===== config.mk =====
export PLATFORM = sky130hd
export DESIGN_NAME = mem_stage_lsu
export DESIGN_NICKNAME = d
export VERILOG_FILES = /design/src/rtl/mem_stage_lsu.sv
export SDC_FILE = /design/constraint.sdc
export NUM_CORES = 1
export LEC_CHECK = 0
export ABC_AREA = 0
export BUFFER_PORTS_ARGS = -buffer_cell sky130_fd_sc_hd__buf_2
export CAP_MARGIN = 20
export CORE_MARGIN = 1
export CORE_UTILIZATION = 54
export CTS_CLUSTER_SIZE = 40
export DETAILED_ROUTE_END_ITERATION = 12
export MAX_ROUTING_LAYER = met4
export PLACE_DENSITY = 0.85
export SETUP_SLACK_MARGIN = 0.02
export SLEW_MARGIN = 20
export SYNTH_ARGS = -nofsm -noshare
export SYNTH_HDL_FRONTEND = slang
export SYNTH_SLANG_ARGS = --single-unit

===== constraint.sdc =====
create_clock -name clk -period 3.05 [get_ports clk]
set_input_delay 0.305 -clock clk [delete_from_list [all_inputs] [get_ports clk]]
set_output_delay 0.305 -clock clk [all_outputs]
set_load 0.01 [all_outputs]

===== src/rtl/mem_stage_lsu.sv =====
// mem_stage_lsu -- MEM-stage load/store unit.
//
// Turns the EX/MEM load/store request into one word-addressed transaction on
// a variable-latency data bus. It stalls the pipeline until the transaction
// ends, then returns the sign- or zero-extended load result.
//
// Ports:
//   clk, reset     clock; synchronous active-high reset
//   mem_read       load request from EX/MEM
//   mem_write      store request from EX/MEM
//   addr           byte address (DM_ADDRESS bits)
//   wr_data        store data
//   func3          RV32I access size / sign encoding
//   rd_data        extended load result, registered; held until the next good load
//   stall          freezes the upstream pipeline while high
//   access_fault   one-cycle pulse: illegal request (IDLE) or bus timeout (DONE)
//   bus_req        registered transaction request
//   bus_we         1 = write
//   bus_addr       word address, addr[DM_ADDRESS-1:2]
//   bus_be         byte enables
//   bus_wdata      lane-aligned store data
//   bus_rdata      read data, valid with bus_ack
//   bus_ack        one-cycle completion strobe
//
// state  | meaning
// -------+-------------------------------------------------------------
// IDLE   | evaluate EX/MEM request; fault illegal ones, launch legal ones
// REQ    | bus_req held; wait for bus_ack or the timeout
// DONE   | one stall-free cycle so the pipeline advances past the access

module mem_stage_lsu #(
    parameter int DM_ADDRESS = 9,
    parameter int DATA_W     = 32,
    parameter int TIMEOUT    = 15
) (
    input  logic                  clk,
    input  logic                  reset,
    input  logic                  mem_read,
    input  logic                  mem_write,
    input  logic [DM_ADDRESS-1:0] addr,
    input  logic [DATA_W-1:0]     wr_data,
    input  logic [2:0]            func3,
    output logic [DATA_W-1:0]     rd_data,
    output logic                  stall,
    output logic                  access_fault,
    output logic                  bus_req,
    output logic                  bus_we,
    output logic [DM_ADDRESS-3:0] bus_addr,
    output logic [3:0]            bus_be,
    output logic [DATA_W-1:0]     bus_wdata,
    input  logic [DATA_W-1:0]     bus_rdata,
    input  logic                  bus_ack
);

    typedef enum logic [1:0] {
        S_IDLE = 2'd0,
        S_REQ  = 2'd1,
        S_DONE = 2'd2
    } state_t;

    // Value the counter holds during the last REQ cycle allowed before abort.
    localparam logic [7:0] TO_LAST = 8'(TIMEOUT - 1);

    state_t state, state_next;

    logic [7:0]        req_cnt;
    logic              fault_q;
    logic [2:0]        ld_func3;
    logic [1:0]        ld_off;

    logic              req_any;
    logic              ld_ok;
    logic              st_ok;
    logic              misaligned;
    logic              illegal;
    logic              legal;
    logic              timed_out;
    logic [3:0]        be_next;
    logic [DATA_W-1:0] wdata_next;
    logic [7:0]        ld_byte;
    logic [15:0]       ld_half;
    logic [DATA_W-1:0] ld_ext;

    // ---------------------------------------------------------------
    // Request decode
    // ---------------------------------------------------------------
    always_comb begin
        ld_ok = 1'b0;
        case (func3)
            3'b000, 3'b001, 3'b010, 3'b100, 3'b101: ld_ok = 1'b1;
            default:                                ld_ok = 1'b0;
        endcase
    end

    assign st_ok      = (func3[2] == 1'b0) && (func3[1:0] != 2'b11);
    assign misaligned = ((func3[1:0] == 2'b01) && addr[0]) ||
                        ((func3[1:0] == 2'b10) && (addr[1:0] != 2'b00));
    assign req_any    = mem_read | mem_write;

    // A simultaneous read+write is illegal whatever func3 says.
    assign illegal = req_any &&
                     ((mem_read && mem_write) ||
                      (mem_read  && !ld_ok)   ||
                      (mem_write && !st_ok)   ||
                      misaligned);
    assign legal   = req_any && !illegal;

    assign timed_out = (req_cnt == TO_LAST);

    // Lane steering, shared by loads and stores.
    always_comb begin
        be_next    = 4'b1111;
        wdata_next = wr_data;
        case (func3[1:0])
            2'b00: begin
                be_next    = 4'b0001 << addr[1:0];
                wdata_next = {(DATA_W/8){wr_data[7:0]}};
            end
            2'b01: begin
                be_next    = addr[1] ? 4'b1100 : 4'b0011;
                wdata_next = {(DATA_W/16){wr_data[15:0]}};
            end
            default: begin
                be_next    = 4'b1111;
                wdata_next = wr_data;
            end
        endcase
    end

    // Load extension uses the offset/func3 latched at launch, since EX/MEM
    // contents are not guaranteed stable by the time the ack arrives.
    assign ld_byte = bus_rdata[{ld_off, 3'b000} +: 8];
    assign ld_half = bus_rdata[{ld_off[1], 4'b0000} +: 16];

    always_comb begin
        ld_ext = bus_rdata;
        case (ld_func3)
            3'b000:  ld_ext = {{(DATA_W-8){ld_byte[7]}}, ld_byte};
            3'b001:  ld_ext = {{(DATA_W-16){ld_half[15]}}, ld_half};
            3'b100:  ld_ext = {{(DATA_W-8){1'b0}}, ld_byte};
            3'b101:  ld_ext = {{(DATA_W-16){1'b0}}, ld_half};
            default: ld_ext = bus_rdata;
        endcase
    end

    // ---------------------------------------------------------------
    // FSM: state register
    // ---------------------------------------------------------------
    always_ff @(posedge clk) begin
        if (reset) begin
            state <= S_IDLE;
        end else begin
            state <= state_next;
        end
    end

    // ---------------------------------------------------------------
    // FSM: next state
    // ---------------------------------------------------------------
    always_comb begin
        state_next = state;
        case (state)
            S_IDLE: begin
                if (legal) begin
                    state_next = S_REQ;
                end
            end
            S_REQ: begin
                // An ack in the final allowed cycle still completes normally.
                if (bus_ack || timed_out) begin
                    state_next = S_DONE;
                end
            end
            S_DONE: begin
                state_next = S_IDLE;
            end
            default: begin
                state_next = S_IDLE;
            end
        endcase
    end

    // ---------------------------------------------------------------
    // FSM: outputs
    // ---------------------------------------------------------------
    always_comb begin
        stall        = 1'b0;
        access_fault = 1'b0;
        case (state)
            S_IDLE: begin
                stall        = legal;
                access_fault = illegal;
            end
            S_REQ: begin
                stall = 1'b1;
            end
            S_DONE: begin
                access_fault = fault_q;
            end
            default: begin
                stall        = 1'b0;
                access_fault = 1'b0;
            end
        endcase
    end

    // ---------------------------------------------------------------
    // Bus registers, timeout counter and load result
    // ---------------------------------------------------------------
    always_ff @(posedge clk) begin
        if (reset) begin
            rd_data   <= '0;
            bus_req   <= 1'b0;
            bus_we    <= 1'b0;
            bus_addr  <= '0;
            bus_be    <= '0;
            bus_wdata <= '0;
            req_cnt   <= '0;
            fault_q   <= 1'b0;
            ld_func3  <= '0;
            ld_off    <= '0;
        end else begin
            case (state)
                S_IDLE: begin
                    if (legal) begin
                        bus_req   <= 1'b1;
                        bus_we    <= mem_write;
                        bus_addr  <= addr[DM_ADDRESS-1:2];
                        bus_be    <= be_next;
                        bus_wdata <= wdata_next;
                        ld_func3  <= func3;
                        ld_off    <= addr[1:0];
                        req_cnt   <= '0;
                        fault_q   <= 1'b0;
                    end
                end
                S_REQ: begin
                    req_cnt <= req_cnt + 8'd1;
                    if (bus_ack) begin
                        bus_req <= 1'b0;
                        if (!bus_we) begin
                            rd_data <= ld_ext;
                        end
                    end else if (timed_out) begin
                        bus_req <= 1'b0;
                        fault_q <= 1'b1;
                    end
                end
                S_DONE: begin
                    fault_q <= 1'b0;
                end
                default: begin
                    bus_req <= 1'b0;
                end
            endcase
        end
    end

endmodule

==> flow_summary.ini, run 1 <==
[detailed_routing]
postRouteAntennaNets = 0
drc = 0
drtIter0Drc = 377
viasPerCell = 6.17
first_pass_iters = 5
vias = 4781
post_drt_wl_per_cell_um = 17.5
wl_um = 13600

[logic_synthesis]
netlist_top_cells_area = dfxtp_1 (41%), a21oi_1 (8.3%), o21ai_0 (7.1%), mux2i_1 (3.9%), mux2_2 (3.4%)
synth-edff-count = 0
synth_cell_types = 54
synthesis.area_um2 = 4590
ys_seq_area_share_pct = 40.5
yosys.area.top_type = dfxtp_1
synth_top_area_share_pct = 40.5
synth_fp_nets = 621
ys_ff_latch = 93
async_flop_share_pct = 0
post-synth-top-count-cell = dfxtp_1
yosys_warnings = 0
synth_cells = 538
synth_flop_cell = dfxtp_1
synth.avg_cell_area_um2 = 8.54
synth_common_cells = dfxtp_1 (93), a21oi_1 (76), o21ai_0 (65)

[clocking]
cts_setup_buffers = 0
insertion_delay_ns = 0.36
htreeDepth = 3
ctsResizeCount = 0
cts_made_buffers = 9
clock_path_buffers = 2
cts_hold_buf = 0
cts.clk_slew.worst_paths_ns = 0.10
cts_tree = yes
cts_sinks = 93
cts_root_buf = clkbuf_8

[sta]
hold_viol = 0
period_share_pct = 73.0
fin_worst_skew_ns = 0.0116
final.setup.worst_slack_ns = 0.824
grt_setup_unrepaired = false
fin_crit_ns = 2.23
slew_violations = 0
slew_headroom_pct = 50.1
setup_tns_ns = 0
tightestPinTransition_ns = 0.748
max_freq_ghz = 0.449
finalHoldWorstSlack_ns = 0.165
setup_viol = 0

[floorplanning]
start_util_pct = 55.9
die_height_um = 94.2
placementRows = 33
core_area_um2 = 8220
die_area_um2 = 8880
io_pins = 160
die_w_um = 94.2

[worst_setup_path]
criticalPathCategory = in -> out
end_kind = output pin
crit_required_ns = 2.74
cp-start-kind = input pin
reg2reg_depth = 4
cp.arrival_ns = 1.92
crit_path_max_fanout = 42

[place]
hpwl_um = 9320
io_buffers = 159
place_area_um2 = 5380
pre_cts_slack_ns = 0.506
gp_congestion = 0.877
dp_cells = 759

[grt]
grt_max_degree = 46
grt_overflow_total = 0
grt_pass1_vias = 4375
antenna_found_initial = 0
grtUsageTotal_pct = 31.5
grt_pass1_wl_um = 21500

[power]
clkPwrFrac_pct = 31.5
leakagePower_nw = 2.33
irDropWorstVdd_uv = 355
pwr-share-seq_pct = 49.1
sw_frac_of_total_pct = 29.9
p_comb_share_pct = 19.4
powerDensity_nw_per_um2 = 489
switching_power_uw = 817
internal_power_mw = 1.91
power_mw = 2.73

[hold_path]
hold_depth = 2
hold_path_class = in -> reg

[run]
drv_cap = 0

[final_layout]
design_area_um2 = 5590
nFillCells = 656
multi_input_area_um2 = 2500
drive_gt1_share_pct = 31.8
nets = 748
n_antenna_cell = 0
final_util_pct = 68.0
register_area_um2 = 1860
area_growth_pct = 21.6
final_cells = 775

[status]
status = completed
[cells by family after synthesis]
family                   after synthesis  share of synthesized area [%]
AO/OA/AOI/OAI                        215                           29.0
AND/OR/NAND/NOR                      136                           16.4
flip-flops                            93                           40.5
buffers and inverters                 58                           5.47
multiplexers                          33                           7.84
adder cells (fa/ha/maj)                2                          0.545
XOR/XNOR                               1                          0.191
[registers in the layout (all words and copies together), names as in the netlist]
signal	flops
bus_wdata	32
rd_data	32
req_cnt	8
bus_addr	7
bus_be	4
ld_func3	3
ld_off	2
state	2
bus_req	1
bus_we	1
fault_q	1
[layout by cell type (no fill, tap or decap), types with 3 or more instances in the layout]
| master | instances |
|---|---|
| a211oi_1 | 19 |
| a21oi_1 | 76 |
| a221o_1 | 8 |
| a22oi_1 | 7 |
| a311oi_1 | 8 |
| a31o_2 | 4 |
| a31oi_1 | 3 |
| buf_2 | 159 |
| buf_4 | 9 |
| clkbuf_8 | 10 |
| dfxtp_1 | 93 |
| inv_1 | 6 |
| inv_6 | 3 |
| mux2_2 | 14 |
| mux2i_1 | 18 |
| nand2_1 | 41 |
| nand2b_1 | 4 |
| nand3_1 | 28 |
| nand3b_1 | 11 |
| nor2_1 | 8 |
| nor2b_1 | 5 |
| nor3_1 | 7 |
| nor3b_1 | 3 |
| nor4_1 | 9 |
| nor4bb_1 | 7 |
| o211ai_1 | 3 |
| o21a_1 | 7 |
| o21ai_0 | 65 |
[cell type report]
type	count	share of cell area [%]
repair buffers	168	15.5
well taps	105	2.35
inverters	6	0.403
clock inverters	6	1.23
flip-flops and latches	93	33.3
clock buffers	10	2.46
multi-input cells	387	44.8
[routing by layer]
metal  share of wire (%)  up-vias  track usage [%]
met5                   0        -                -
li1                    -     2268                -
met4                 2.5        0             12.2
met3                 6.5       28             5.18
met2                  48      208             47.2
met1                  43     2277             42.3
[power groups by stage]
stage / combinational [mW] / sequential, mW / clock (mW)
final: 0.530 / 1.34 / 0.859
after global routing: 0.578 / 1.35 / 0.920
after CTS: 0.523 / 1.34 / 0.868
after detailed placement: 0.520 / 1.37 / 0
after global placement: 0.504 / 1.36 / 0
after floorplan: 0.293 / 1.38 / 0
[worst paths after layout]
check / startpoint / slack, ns / end
setup / recovery: func3[0] / 0.82 / stall
hold reg to reg: bus_wdata[6] / 0.48 / bus_wdata[6]
hold / removal: wr_data[29] / 0.17 / bus_wdata[29]
setup reg to reg: state[1] / 0.84 / bus_wdata[11]
[critical path: stages]
cell	delay (ns)
buf_2	0.27
a2111oi_4	0.32
a211o_1	0.17
buf_4	0.41
nand2_1	0.21
nand2_1	0.09
buf_2	0.14
Note: power is estimated with default switching activity, not from simulation.
==> run 2, diff against run 1 <==
- CORE_UTILIZATION: 54 -> 50
- PLACE_DENSITY: 0.85 -> 0.8
- clock period: 3.05 -> 2.25 ns (I/O delays scaled with it)
==> run 2 against run 1 <==
Compared with the run above:
- the flow now finishes with violations (DRC)
- clock power up 46%
- combinational power rose by 39%
- critical path depth shrank 1
- largest power group unchanged
==> flow_summary.ini, run 2 (same netlist as run 1, synthesis figures left out) <==
[final_layout]
final_util_pct = 64.3
multi_input_area_um2 = 2510
layout_commonest_cell = buf_2
drive_gt1_share_pct = 32.5
area_growth_pct = 23.3
n_antenna_cell = 0
top_regs = bus_wdata x32, rd_data x32, req_cnt x8
layout_common_cells = buf_2 (159), dfxtp_1 (93), a21oi_1 (76), o21ai_0 (65), nand2_1 (41)
nets = 755
register_area_um2 = 1860
nFillCells = 717

[grt]
grtUsageTotal_pct = 29.7
antenna_found_initial = 0
grt_pass1_vias = 4473
grt_overflow_total = 0
grt_pass1_wl_um = 22400
grt_max_degree = 46

[sta]
grt_setup_unrepaired = false
period_share_pct = 90.3
max_freq_ghz = 0.492
setup_viol = 0
slew_headroom_pct = 46.8
setup_tns_ns = 0
finalHoldWorstSlack_ns = 0.0844
tightestPinTransition_ns = 0.795
final.setup.worst_slack_ns = 0.218
fin_crit_ns = 2.03
fin_worst_skew_ns = 0.0132
slew_violations = 0
hold_viol = 0

[floorplanning]
die_w_um = 97.9
core_area_um2 = 8810
start_util_pct = 52.2
die_height_um = 97.9
io_pins = 160
die_area_um2 = 9580
placementRows = 34

[hold_path]
hold_start = wr_data[28]
hold_path_class = in -> reg
hold_depth = 2
worstHoldEndpoint = bus_wdata[28]

[worst_setup_path]
end_kind = output pin
criticalPathCategory = in -> out
cp.arrival_ns = 1.81
reg2reg_from = state[1]
timing.rr.end = bus_wdata[31]
crit_path_max_fanout = 13
cp-start-kind = input pin
ff2ff_setup_slack_ns = 0.28
reg2reg_depth = 4
crit_required_ns = 2.03

[clocking]
insertion_delay_ns = 0.36
cts_sinks = 93
cts_root_buf = clkbuf_8
cts_hold_buf = 0
cts_setup_buffers = 0
cts_made_buffers = 9
ctsResizeCount = 0
cts.clk_slew.worst_paths_ns = 0.09
clock_path_buffers = 2
htreeDepth = 3
cts_tree = yes

[place]
hpwl_um = 9590
io_buffers = 159
pre_cts_slack_ns = 0.00662
gp_congestion = 0.977

[status]
violations = DRC
status = complete, but fails checks

[detailed_routing]
met2_length_um = 6260
highest_layer = met4
post_drt_wl_per_cell_um = 17.3
first_pass_iters = 10
wl_um = 13600
vias = 4749
drtIter0Drc = 428
drc = 8
postRouteAntennaNets = 0
drt-met1-wl_um = 6120
viasPerCell = 6.05
wl_met3_um = 915

[power]
leakagePower_nw = 2.36
irDropWorstVdd_uv = 373
powerDensity_nw_per_um2 = 671

[run]
drv_cap = 0
[run 2: routing by layer]
metal  up-vias  GRT usage, %
met5         -             -
met4         0          10.3
met3        29          5.01
met2       198          43.3
met1      2244          41.3
li1       2278             -
[run 2: area by class of cell]
class | count | area share (%)
tap | 108 | 2.39
clock inverter | 7 | 1.72
clock buffer | 9 | 2.19
inverter | 6 | 0.398
timing repair buffer | 175 | 16.2
sequential | 93 | 32.9
multi-input combinational | 387 | 44.3
[run 2: worst max-delay path by stage]
stage	start	end	slack [ns]	cells after the start
floorplan	ld_off[1]	rd_data[16]	0.54	6
detailed placement	func3[0]	bus_wdata[13]	0.007	6
global placement	func3[0]	bus_wdata[9]	0.19	6
finish	mem_read	access_fault	0.22	6
global route	addr[0]	stall	0.12	6
CTS	func3[0]	access_fault	0.24	6
[run 2: through the flow]
| stage | instances | cell area, µm² | power [mW] |
|---|---|---|---|
| final | 785 | 5670 | 3.80 |
| after global routing | 785 | 5670 | 3.96 |
| after CTS | 785 | 5660 | 3.79 |
| after detailed placement | 769 | 5440 | 2.57 |
| after global placement | 769 | 5440 | 2.55 |
| after floorplan | 538 | 4590 | 2.27 |
[run 2: power by group]
part | internal [mW] | switching, mW
logic | 0.302 | 0.434
registers | 1.75 | 0.0630
clock network | 0.630 | 0.624
[run 2: critical path, stage by stage]
cell and delay (ns):
buf_2 0.13, a2111oi_4 0.48, a211o_1 0.45, and3_1 0.27, o41ai_1 0.07, buf_2 0.17
